`config.mk`:
```
export PLATFORM = sky130hd
export DESIGN_NAME = systolic_pipe
export DESIGN_NICKNAME = d
export VERILOG_FILES = /design/src/rtl/systolic_pipe.sv
export SDC_FILE = /design/constraint.sdc
export NUM_CORES = 1
export LEC_CHECK = 0
export ABC_AREA = 1
export CELL_PAD_IN_SITES_DETAIL_PLACEMENT = 2
export CELL_PAD_IN_SITES_GLOBAL_PLACEMENT = 2
export CORE_MARGIN = 2
export CORE_UTILIZATION = 37
export DETAILED_ROUTE_END_ITERATION = 8
export HOLD_SLACK_MARGIN = 0.12
export PLACE_DENSITY = 0.91
export RECOVER_POWER = 100
export SLEW_MARGIN = 20
export SYNTH_ARGS = -nofsm -noshare
export SYNTH_HDL_FRONTEND = slang
export SYNTH_SLANG_ARGS = --single-unit
```
`constraint.sdc`:
```
create_clock -name clk -period 2.7 [get_ports clk]
set_input_delay 0.54 -clock clk [delete_from_list [all_inputs] [get_ports clk]]
set_output_delay 0.54 -clock clk [all_outputs]
set_load 0.02 [all_outputs]
```
`src/rtl/systolic_pipe.sv`:
```
// systolic_pipe: ROW x COLUMN systolic array of 1-bit cells with a valid/ready token pipeline.
// Ports:
//   clk, rst_n         clock and synchronous active-low reset
//   in_valid/in_ready  input handshake; in_ready is the global advance
//   inRow, inColumn    boundary bits feeding rows and columns of the array
//   out_valid/out_ready output handshake for the cell (ROW,COLUMN) result
//   out                result bit, forced to 0 while out_valid is low
//   busy               high while any accepted vector is still in flight
module systolic_pipe #(
    parameter int ROW    = 4,
    parameter int COLUMN = 9,
    parameter int MODE   = 0
) (
    input  logic              clk,
    input  logic              rst_n,
    input  logic              in_valid,
    output logic              in_ready,
    input  logic [ROW-1:0]    inRow,
    input  logic [COLUMN-1:0] inColumn,
    output logic              out_valid,
    input  logic              out_ready,
    output logic              out,
    output logic              busy
);
    localparam int L = ROW + COLUMN - 1;
    localparam int M = (MODE > 4 || MODE < 0) ? 0 : MODE;

    logic                   w_adv;
    logic                   w_acc;
    logic [L-1:0]           r_tok;
    logic [ROW:1]           w_rb;
    logic [COLUMN:1]        w_cb;
    logic [ROW:1][COLUMN:1] w_cell;

    function automatic logic f_op(input int i, input int j, input logic a, input logic b);
        return M == 1 ? a & b :
               M == 2 ? a | b :
               M == 3 ? a ^ b :
               M == 4 ? (i == j ? a & b : i < j ? a ^ b : a | b) :
               ~(a | b);
    endfunction

    // The whole pipe moves in lockstep: it advances whenever the output slot is free or being drained.
    assign w_adv     = out_ready | ~out_valid;
    assign w_acc     = in_valid & w_adv;
    assign in_ready  = w_adv;
    assign out_valid = r_tok[L-1];
    assign busy      = |r_tok;
    // Bubbles leave garbage in the data cells, so the result is masked by its token.
    assign out       = out_valid & w_cell[ROW][COLUMN];

    always_ff @(posedge clk)
        if (!rst_n)
            r_tok <= '0;
        else if (w_adv)
            r_tok <= L'({r_tok, w_acc});

    // Column j boundary is delayed j-1 stages so it meets the vector at cell (1,j).
    for (genvar j = 1; j <= COLUMN; j++) begin : g_col
        if (j == 1) begin : g_direct
            assign w_cb[j] = inColumn[0];
        end else begin : g_skew
            localparam int N = j - 1;
            logic [N-1:0] r_sk;
            always_ff @(posedge clk)
                if (!rst_n)
                    r_sk <= '0;
                else if (w_adv)
                    r_sk <= N'({r_sk, inColumn[j-1]});
            assign w_cb[j] = r_sk[N-1];
        end
    end

    for (genvar i = 1; i <= ROW; i++) begin : g_r
        // Row i boundary is delayed i-1 stages so it meets the vector at cell (i,1).
        if (i == 1) begin : g_direct
            assign w_rb[i] = inRow[0];
        end else begin : g_skew
            localparam int N = i - 1;
            logic [N-1:0] r_sk;
            always_ff @(posedge clk)
                if (!rst_n)
                    r_sk <= '0;
                else if (w_adv)
                    r_sk <= N'({r_sk, inRow[i-1]});
            assign w_rb[i] = r_sk[N-1];
        end
        for (genvar j = 1; j <= COLUMN; j++) begin : g_c
            logic w_l;
            logic w_u;
            logic r_q;
            if (j == 1) begin : g_lb
                assign w_l = w_rb[i];
            end else begin : g_li
                assign w_l = w_cell[i][j-1];
            end
            if (i == 1) begin : g_ub
                assign w_u = w_cb[j];
            end else begin : g_ui
                assign w_u = w_cell[i-1][j];
            end
            always_ff @(posedge clk)
                if (!rst_n)
                    r_q <= 1'b0;
                else if (w_adv)
                    r_q <= f_op(i, j, w_l, w_u);
            assign w_cell[i][j] = r_q;
        end
    end
endmodule

```
# Yosys cells after proc, flatten, opt, wreduce, memory -nomap -nowiden
# Cells that the tools add are included.
[word_totals]
elab_cells = 125
ff_bits = 90
inputBits = 17
[op_classes]
n_reduce_logical = 1
n_bitwise = 76
[op_table]
columns = ["cell", "n"]
rows = [
  ["1-bit inverter", 37],
  ["1-bit OR", 37],
  ["12-bit OR reduction", 1],
  ["1-bit bitwise AND", 2],
]

# Longest topological paths before layout
[logic_depth]
depth_word = 3
depth_mapped = 7
depth_no_buf = 5

# Worst setup path after synthesis
# Ideal clock, no wire load.
[synth_path]
path_kind = "flip-flop to output port"
start = "register r_tok[11]"
end = "output out"
path_stages_with_launch = 5
setup_slack_ns = 1.120
arrival_time_ns = 1.040
required_time_ns = 2.160
cell_sequence = "dfxtp_1 > buf_2 > buf_2 > nand2_1 > inv_1"
[synth_via]
elab_chain_len = 1
[synth_rtl]
columns = ["item", "line_no", "text"]
rows = [
  ["start, declared", "30", "logic [L-1:0] r_tok;"],
  ["start signal, assigned", "56", "r_tok <= L'({r_tok, w_acc});"],
  ["1-bit bitwise AND", "50", "assign out = out_valid & w_cell[ROW][COLUMN];"],
  ["end, declared", "22", "output logic out,"],
]
# Every way passes these cells.

# Worst setup path in the final report
[layout_path]
start = "input out_ready"
end = "output in_ready"
[layout_via]
elab_chain_len = 1
[layout_rtl]
columns = ["item", "line_no", "text"]
rows = [
  ["start, declared", "21", "input logic out_ready,"],
  ["1-bit OR", "44", "assign w_adv = out_ready | ~out_valid;"],
  ["end, declared", "17", "output logic in_ready,"],
]
# Every way passes these cells.

==> results.py <==
metrics = {
    "job": {
        "maxCapViolations": 0,
    },
    "logic_synthesis": {
        "synthesis.nets": 559,
        "post_synthesis_mean_instance_area_um2": 7.14,
        "synthTopCellsByArea": "dfxtp_1 (47%), nor2_1 (21%), nand3b_1 (16%)",
        "synthDominantAreaCellType": "dfxtp_1",
        "synthDistinctLibCells": 15,
        "postSynthRegisterBits": 90,
        "postSynthCellCount": 542,
        "synth.cell_area_um2": 3870,
        "share_of_the_yosys_chip_area_belonging_to_registers_pct": 46.5,
        "post-synth-top-area-fraction_pct": 46.5,
        "yosys_warnings": 0,
    },
    "clock_tree": {
        "number_of_hold_buffers_added_after_cts": 0,
        "cts-resized-gates": 0,
        "post-cts-setup-buffer-count": 0,
        "cts_max_level": 3,
        "clockRootBuffer": "clkbuf_8",
        "worstSkewPairLatency_ns": 0.37,
        "cts_tree": "built",
        "maximum_count_of_clock_buffers_along_a_single_path": 2,
        "clock_slew_at_the_register_clock_pins_of_the_worst_setup_and_hold_paths_ns": 0.09,
        "clock_sink_count": 90,
        "cts_buffers": 9,
    },
    "detailed_routing": {
        "drt_wl_total_mm": 10.4,
        "drc": 0,
        "drtAntennaViolNets": 0,
        "drtIter0Drc": 158,
        "wire_per_inst_um": 15.2,
        "vias_per_cell": 5.03,
        "highest-signal-layer": "met4",
        "met1Wirelength_mm": 4.68,
        "met3_wirelength_um": 188,
        "routed-wl-met2_mm": 5.37,
        "1st_pass_router_iterations": 4,
        "num_vias": 3435,
    },
    "cells_and_area": {
        "n_fill_cell": 1228,
        "insertedDiodeCount": 0,
        "final_cell_mix": "nor2_1 (220), nand2_1 (96), dfxtp_1 (89), nand3b_1 (84), clkdlybuf4s50_1 (15)",
        "num-nets-final": 560,
        "share_of_cells_above_drive_strength_1_pct": 4.20,
        "finish.utilization_pct": 42.2,
        "area_delta_synth_final_pct": 11.6,
        "mostFrequentLayoutCell": "nor2_1",
    },
    "setup_path": {
        "timing.critical_path.max_delay_family": "buffers and inverters",
        "worstSetupPathType": "input port to output port",
        "reg2reg_from": "r_tok[11]$_SDFFE_PN0P_",
        "worstSetupStartpointType": "input port",
        "timing.reg2reg.setup_slack_ns": 1.34,
        "worst_endpoint_data_arrival_time_ns": 1.93,
        "worstPathBufferInverterCount": 3,
        "worst_r2r_path_depth": 5,
        "critical_path_depth": 4,
        "timing.rr.end": "g_r[3].g_c[4].r_q$_SDFFE_PN0P_",
        "launching_element_of_the_worst_setup_path": "out_ready",
        "worstSetupEndpointType": "output port",
        "crit_fanout": 3,
        "worst_path_largest_cell_delay_ns": 0.64,
        "crit_path_cell_trace": "dlygate4sd3_1 > clkinv_1 > nand2_1 > clkdlybuf4s50_1",
        "setup.worst_path.end": "in_ready",
        "crit_slowest_cell": "clkdlybuf4s50_1",
        "timing.critical_path.required_ns": 2.16,
    },
    "power_and_ir_drop": {
        "clockPowerShare_pct": 35.4,
        "power.switching_mw": 0.660,
        "power_switching_share_pct": 25.1,
        "p_leak_nw": 1.78,
        "design_power_total_mw": 2.63,
        "vdd.ir_drop.worst_mv": 0.247,
        "power.combinational.fraction_pct": 9.5,
        "p_seq_share_pct": 55.1,
        "power_density_nw_per_um2": 608,
        "internal-power_mw": 1.97,
    },
    "sta": {
        "clock.fmax_ghz": 0.405,
        "rsz0062_at_grt": "no",
        "finalSetupViolCount": 0,
        "final-hold-violation-count": 0,
        "setup-tns-final_ns": 0,
        "min_period_over_period_pct": 91.5,
        "hold_ws_ns": 0.483,
        "final-max-slew-violation-count": 0,
        "clock-skew-final_ns": 0.0106,
        "timing.max_slew.rel_slack_pct": 37.3,
        "max_slew.worst_pin.slew_ns": 0.941,
        "fin_ws_ns": 0.229,
        "finalWorstPathRequiredPeriod_ns": 2.47,
    },
    "global_route": {
        "first_global_vias": 3723,
        "globalRoute.totalOverflow": 0,
        "antenna_violations_before_repair": 0,
        "grt_max_degree": 90,
        "total_global_route_track_usage_pct": 19.9,
        "grt_first_pass_wirelength_mm": 18.0,
    },
    "placement": {
        "place.detailed.hpwl_mm": 6.01,
        "numPortBuffers": 20,
        "place.gp.congestion": 0.689,
        "detailedPlace.worstSlack_ns": 0.382,
    },
    "floorplan": {
        "floorplan.core_area_um2": 10200,
        "dieArea_um2": 11300,
        "fp.dieW_um": 106,
        "rows": 37,
        "initial_core_util_pct": 37.9,
        "die_y_um": 106,
        "boundaryPins": 21,
    },
    "min_path": {
        "start_point_of_the_worst_min_delay_path": "g_col[8].g_skew.r_sk[0]$_SDFFE_PN0P_",
        "min_path_type": "flop to flop",
    },
    "outcome": {
        "outcome": "finished clean",
    },
}
worst register-to-register path, cell delays in order (launching register included):
cell and delay [ns]:
dfxtp_2 0.38, nand2_1 0.13, inv_4 0.32, buf_4 0.28, nor2_1 0.07, nor2_1 0.11
cells in the mapped netlist:
cell type	n
nand3_1	5
buf_2	20
nand2_2	1
dfxtp_1	90
buf_6	2
buf_1	6
inv_2	1
nand2_1	95
nand3b_1	84
inv_1	6
nor2_1	220
buf_4	1
clkbuf_1	9
a21boi_0	1
inv_4	1
sequential cells by signal, indices dropped and copies added, names as in the netlist:
name,cells
g_col.g_skew.r_sk,36
g_r.g_c.r_q,36
g_r.g_c.w_l,1
g_r.g_skew.r_sk,5
r_tok,12
cell families after synthesis:
kind of cell / share of synthesized area [%]
buffers and inverters: 5.65
AND/OR/NAND/NOR: 47.6
AO/OA/AOI/OAI: 0.194
flip-flops: 46.5
how the worst min path moves through the flow:
stage | endpoint | slack (ns) | cells after the start
3_5_place_dp | g_col[8].g_skew.r_sk[5]$_SDFFE_PN0P_ | 0.47 | 2
3_3_place_gp | g_col[8].g_skew.r_sk[3]$_SDFFE_PN0P_ | 0.45 | 2
4_1_cts | g_col[9].g_skew.r_sk[0]$_SDFFE_PN0P_ | 0.49 | 3
2_1_floorplan | g_col[9].g_skew.r_sk[1]$_SDFFE_PN0P_ | 0.45 | 2
6_report | g_col[8].g_skew.r_sk[1]$_SDFFE_PN0P_ | 0.48 | 2
5_1_grt | g_col[9].g_skew.r_sk[0]$_SDFFE_PN0P_ | 0.51 | 3
per-stage QoR:
step / instance area (um^2) / instances
finish: 4320 / 683
global placement: 4140 / 668
CTS: 4320 / 683
floorplan: 3870 / 542
detailed placement: 4140 / 668
global route: 4320 / 683
layer usage:
layer,global-route usage [%],vias up
li1,-,1679
met1,23.4,1727
met2,36.1,19
met3,4.60,10
met4,5.08,0
met5,0,-
power by group through the flow:
stage | registers (mW) | clock network [mW] | logic [mW]
5_1_grt | 1.46 | 1.02 | 0.286
4_1_cts | 1.45 | 0.977 | 0.258
3_5_place_dp | 1.48 | 0 | 0.252
6_report | 1.45 | 0.929 | 0.250
3_3_place_gp | 1.47 | 0 | 0.236
2_1_floorplan | 1.46 | 0 | 0.181
cell type report:
cell class	instances	area [um^2]	area share, %
timing repair buffer	28	280	6.49
clock buffer	13	149	3.45
inverter	8	32.5	0.753
multi-input combinational	406	1850	42.8
sequential	90	1800	41.7
clock inverter	2	37.5	0.869
tap	136	170	3.94
No activity file was read; power rests on OpenSTA's default activity.
